<file path="src/rtl/mul_seq_ctrl.sv">
// ============================================================================
// Module      : mul_seq_ctrl
// Description : Radix-2 shift-add sequencer for MUL/MULH/MULHSU/MULHU with
//               valid/ready request and result handshakes.
// Revision    : 1.0 - initial release
// ============================================================================
`default_nettype none

module mul_seq_ctrl #(
  parameter int WIDTH = 32
) (
  input  logic             clk,
  input  logic             rst,
  input  logic             flush,
  input  logic             start_valid,
  output logic             start_ready,
  input  logic [WIDTH-1:0] operand_a,
  input  logic [WIDTH-1:0] operand_b,
  input  logic             op_mul,
  input  logic             op_mulh,
  input  logic             op_mulhsu,
  input  logic             op_mulhu,
  output logic             result_valid,
  input  logic             result_ready,
  output logic [WIDTH-1:0] result,
  output logic             busy
);

  localparam int                c_cnt_w    = $clog2(WIDTH);
  localparam logic [c_cnt_w-1:0] c_cnt_last = c_cnt_w'(WIDTH - 1);

  typedef enum logic [1:0] {
    IDLE = 2'd0,
    CALC = 2'd1,
    FIX  = 2'd2,
    DONE = 2'd3
  } state_t;

  state_t               r_state;
  state_t               w_state_nxt;
  logic                 w_accept;

  logic [2*WIDTH-1:0]   r_acc;
  logic [WIDTH-1:0]     r_mcand;
  logic [c_cnt_w-1:0]   r_cnt;
  logic                 r_neg;
  logic                 r_sel_high;
  logic [WIDTH-1:0]     r_result;

  // Priority-qualified sign handling; MUL forces both operands unsigned.
  logic                 w_any_op;
  logic                 w_sign_a;
  logic                 w_sign_b;
  logic [WIDTH-1:0]     w_mag_a;
  logic [WIDTH-1:0]     w_mag_b;
  logic [WIDTH-1:0]     w_mcand;
  logic [WIDTH:0]       w_sum;
  logic [2*WIDTH-1:0]   w_acc_step;
  logic [2*WIDTH-1:0]   w_prod_fix;

  assign w_any_op   = op_mul | op_mulh | op_mulhsu | op_mulhu;
  assign w_sign_a   = ~op_mul & (op_mulh | op_mulhsu) & operand_a[WIDTH-1];
  assign w_sign_b   = ~op_mul & op_mulh & operand_b[WIDTH-1];
  assign w_mag_a    = w_sign_a ? (-operand_a) : operand_a;
  assign w_mag_b    = w_sign_b ? (-operand_b) : operand_b;
  // No op selected: a zero multiplicand yields a zero result at normal latency.
  assign w_mcand    = w_any_op ? w_mag_a : '0;

  assign w_sum      = {1'b0, r_acc[2*WIDTH-1:WIDTH]} + {1'b0, (r_acc[0] ? r_mcand : '0)};
  assign w_acc_step = {w_sum, r_acc[WIDTH-1:1]};
  assign w_prod_fix = r_neg ? (-r_acc) : r_acc;

  always_ff @(posedge clk) begin
    if (rst) begin
      r_state <= IDLE;
    end else begin
      r_state <= w_state_nxt;
    end
  end

  always_comb begin
    w_state_nxt  = r_state;
    start_ready  = ~flush & ((r_state == IDLE) | ((r_state == DONE) & result_ready));
    w_accept     = start_valid & start_ready;
    result_valid = (r_state == DONE);
    busy         = (r_state != IDLE);
    case (r_state)
      IDLE:    if (w_accept) w_state_nxt = CALC;
      CALC:    if (r_cnt == c_cnt_last) w_state_nxt = FIX;
      FIX:     w_state_nxt = DONE;
      DONE:    if (result_ready) w_state_nxt = w_accept ? CALC : IDLE;
      default: w_state_nxt = IDLE;
    endcase
    if (flush) w_state_nxt = IDLE;
  end

  always_ff @(posedge clk) begin
    if (rst) begin
      r_acc      <= '0;
      r_mcand    <= '0;
      r_cnt      <= '0;
      r_neg      <= 1'b0;
      r_sel_high <= 1'b0;
      r_result   <= '0;
    end else if (w_accept) begin
      r_acc      <= {{WIDTH{1'b0}}, w_mag_b};
      r_mcand    <= w_mcand;
      r_cnt      <= '0;
      r_neg      <= w_sign_a ^ w_sign_b;
      r_sel_high <= ~op_mul;
    end else if (!flush && r_state == CALC) begin
      r_acc      <= w_acc_step;
      r_cnt      <= r_cnt + c_cnt_w'(1);
    end else if (!flush && r_state == FIX) begin
      r_result   <= r_sel_high ? w_prod_fix[2*WIDTH-1:WIDTH] : w_prod_fix[WIDTH-1:0];
    end
  end

  assign result = r_result;

endmodule

`default_nettype wire

</file>
<file path="config.mk">
export PLATFORM = sky130hd
export DESIGN_NAME = mul_seq_ctrl
export DESIGN_NICKNAME = d
export VERILOG_FILES = /design/src/rtl/mul_seq_ctrl.sv
export SDC_FILE = /design/constraint.sdc
export NUM_CORES = 1
export LEC_CHECK = 0
export CAP_MARGIN = 20
export CELL_PAD_IN_SITES_DETAIL_PLACEMENT = 1
export CELL_PAD_IN_SITES_GLOBAL_PLACEMENT = 1
export CORE_ASPECT_RATIO = 1.75
export CORE_UTILIZATION = 43
export DETAILED_ROUTE_END_ITERATION = 8
export GPL_TIMING_DRIVEN = 0
export PLACE_DENSITY = 0.83
export SETUP_SLACK_MARGIN = 0.4
export SYNTH_ARGS = -nofsm -noshare
export SYNTH_HDL_FRONTEND = slang
export SYNTH_SLANG_ARGS = --single-unit
</file>
<file path="constraint.sdc">
create_clock -name clk -period 3.4 [get_ports clk]
set_input_delay 1.02 -clock clk [delete_from_list [all_inputs] [get_ports clk]]
set_output_delay 1.02 -clock clk [all_outputs]
set_load 0.02 [all_outputs]
</file>
==> impl_metrics.toml <==
[critical_path]
crit_type = "reg2reg"
cp-start-kind = "flop"
arrival_ns = 3.49
path_common_cell = "and2_1"
cp_num_buf_inv = 4
end_kind = "flop"
crit_path_max_incr_delay_ns = 0.47
path_cells = "clkbuf_16, buf_8, and2_1, ha_1, clkbuf_4, and2_1, o21ai_0, nor4bb_2, buf_4, a211o_4, nand3_2, xor2_1, a22o_1"
crit_path_top_delay_cell = "nor4bb_2"
r2r-start = "r_acc[0]$_SDFFE_PP0N_"
crit_required_ns = 3.75
endpoint = "r_acc[61]$_SDFFE_PP0P_"
critPathMaxFanout = 8
crit_cells = 13
regToRegSetupSlack_ns = 0.27
r2r_cells = 13
reg2reg_to = "r_acc[61]$_SDFFE_PP0P_"
path_delay_family = "simple AND/OR/NAND/NOR gates"
cp-startpoint = "r_acc[0]$_SDFFE_PP0N_"

[yosys]
ys_seq_area_share_pct = 27.0
synth_commonest_cells = "nand2_1 (175), dfxtp_1 (137), nor2_1 (105), o21ai_0 (96), a21oi_1 (92)"
yosysMostFrequentCell = "nand2_1"
synthFlopType = "dfxtp_1"
syn_area_um2 = 10100
yosys_warnings = 0
synth-seq-cells = 137
synth_edf_count = 0
yosysTopAreaCell = "dfxtp_1"
synth_area_leaders = "dfxtp_1 (27%), nand2_1 (6.5%), ha_1 (5.2%)"
avgSynthCellArea_um2 = 7.53
synth_top_area_share_pct = 27.0
synthesis.nets = 1464
netlist_instances = 1348
async_flop_share_pct = 0
synth_cell_types = 69

[finish]
seq_area_um2 = 2750
fin_util_pct = 56.6
nets = 1628
fillers = 2869
fin_cells = 1828
final_layout_size_suffix_gt1_share_pct = 14.5
multi_input_area_um2 = 7620
antenna_cells = 0
area_growth_pct = 29.6

[pwr]
pwr-share-seq_pct = 39.3
clockPowerShare_pct = 41.7
switching_power_mw = 1.35
leakage_nw = 5.00
combinationalPowerShare_pct = 19.0
p_per_area_nw_per_um2 = 334
peakVddDrop_mv = 0.400
p_int_mw = 3.05
p_sw_share_pct = 30.7

[floorplanning]
pin_count = 108
rows = 74
fp.dieArea_um2 = 24200
die_h_um = 205
start_util_pct = 43.7
coreArea_um2 = 23200
die_x_um = 118

[place]
dp_slack_ns = -0.875
dp.cells = 1760
dp_hpwl_um = 32900
portBuffers = 106
gp_congestion = 0.964

[clock_tree]
cts.reportedPaths.clkPinSlew_ns = 0.06
cts_tree = "done"
root_buffer = "clkbuf_16"
cts_hold_buf = 0
cts_sinks = 137
htreeDepth = 4
insertion_delay_ns = 0.47
clockBufferDepth = 2
numCtsBuffers = 17

[outcome]
status = "completed"

[sta]
slew_headroom_pct = 40.8
fin_crit_ns = 3.13
rsz0062_at_grt = "true"
worst_slack_ns = 0.265
finalSetupViolCount = 0
maxSlewViolCount = 0
max_freq_mhz = 319
finalHoldViolCount = 0
fin_skew_ns = 0.0103
tightest_slew_ns = 0.888
period_share_pct = 92.2

[route]
drcViolationCount = 0
dr_total_vias = 11400
dr.first_iter.drc_count = 612
avgRoutedWirePerCell_um = 23.7
first_pass_iters = 7
viasPerCell = 6.23
ant_nets = 0
routed_wl_um = 43400

[grt]
grt_max_degree = 17
grt_overflow_total = 0
grt_usage_pct = 35.6
grt_pass1_wl_um = 65100
grt_pass1_vias = 12000
grt_antenna_before_repair = 0

[job]
drv_cap = 0

[worst_hold_path]
hold_class = "reg2reg"
-- per-layer routing --
| layer | vias up | share of wire, % | track usage [%] |
|---|---|---|---|
| met1 | 5524 | 32 | 30.5 |
| met5 | - | 0 | 0 |
| met2 | 409 | 55 | 69.2 |
| li1 | 5263 | - | - |
| met4 | 0 | 9.1 | 34.0 |
| met3 | 196 | 3.7 | 5.07 |
-- registers in the layout (all words and copies together) (netlist names) --
| name | count |
|---|---|
| r_neg | 1 |
| r_mcand | 32 |
| result | 32 |
| r_sel_high | 1 |
| r_acc | 64 |
| r_state | 2 |
| r_cnt | 5 |
-- per-stage QoR --
| stage | hold WS [ns] | cell area, µm² | power (mW) | TNS (ns) |
|---|---|---|---|---|
| after floorplan | 0.417 | 10200 | 2.18 | 0 |
| after global placement | 0.427 | 11600 | 2.48 | -49.20 |
| after detailed placement | 0.437 | 11600 | 2.50 | -55.91 |
| after CTS | 0.448 | 12800 | 4.35 | 0 |
| after global routing | 0.469 | 13200 | 4.53 | 0 |
| final | 0.442 | 13200 | 4.40 | 0 |
-- area by class of cell --
cell class / count / share of cell area, %
inverters: 30 / 0.856
clock buffers: 17 / 3.23
flip-flops and latches: 137 / 20.9
plain buffers: 82 / 3.02
repair buffers: 145 / 10.2
multi-input cells: 1099 / 57.9
clock inverters: 14 / 1.02
well taps: 304 / 2.89
-- how the worst min path moves through the flow --
stage | from | slack, ns | endpoint | depth (start not counted)
final | r_mcand[27]$_SDFFE_PP0N_ | 0.44 | r_mcand[27]$_SDFFE_PP0N_ | 2
after global routing | r_mcand[27]$_SDFFE_PP0N_ | 0.47 | r_mcand[27]$_SDFFE_PP0N_ | 2
after CTS | r_mcand[27]$_SDFFE_PP0N_ | 0.45 | r_mcand[27]$_SDFFE_PP0N_ | 2
after detailed placement | r_mcand[3]$_SDFFE_PP0N_ | 0.44 | r_mcand[3]$_SDFFE_PP0N_ | 2
after global placement | r_mcand[23]$_SDFFE_PP0N_ | 0.43 | r_mcand[23]$_SDFFE_PP0N_ | 2
after floorplan | r_mcand[16]$_SDFFE_PP0N_ | 0.42 | r_mcand[16]$_SDFFE_PP0N_ | 2
-- power groups by stage --
stage | Sequential [mW] | Combinational (mW) | Clock, mW
after floorplan | 1.73 | 0.447 | 0
after global placement | 1.75 | 0.728 | 0
after detailed placement | 1.75 | 0.749 | 0
after CTS | 1.72 | 0.790 | 1.83
after global routing | 1.73 | 0.890 | 1.91
final | 1.73 | 0.834 | 1.84
-- cells by family after synthesis --
kind of cell / after synthesis / share of synthesized area [%]
compound gates: 393 / 25.7
xor+xnor: 116 / 10.0
fa+ha+maj: 43 / 5.37
buf+inv: 112 / 4.14
flops: 137 / 27.0
mux: 15 / 1.52
simple gates: 532 / 26.3
-- placed cells by master, fill, tap and decap left out, types with 10 or more instances in the layout --
master           count
nor3_1              40
a311oi_1            24
and3_1              18
and2_1              36
a211oi_1            16
inv_1               30
a22o_1              14
ha_1                35
a21o_1              14
xnor2_1             60
clkdlybuf4s50_1     85
clkbuf_1            45
nor4_1              10
o21ai_1             19
clkbuf_2            30
nand3_1             30
buf_4               34
o31ai_1             18
dfxtp_1            135
a31oi_1             10
or3_1               22
nor2_1              97
xor2_1              56
nand2_1            173
or4_4               12
o21ai_0             84
nand2b_1            10
a21oi_1             83
mux2i_1             12
clkbuf_16           18
-- worst min-delay path: cells and delay by family (launching register included) --
kind | cells | cell delay (ns)
DFF | 1 | 0.30
and+or+nand+nor | 1 | 0.05
AOI/OAI and AO/OA | 1 | 0.05
-- timing repair --
action	4_1_cts	5_1_grt
buffers inserted	20	16
setup endpoints to repair	126	97
gates resized for setup	112	107
cloned	1	0
pin swaps	36	37
No activity file was read; power rests on OpenSTA's default activity.
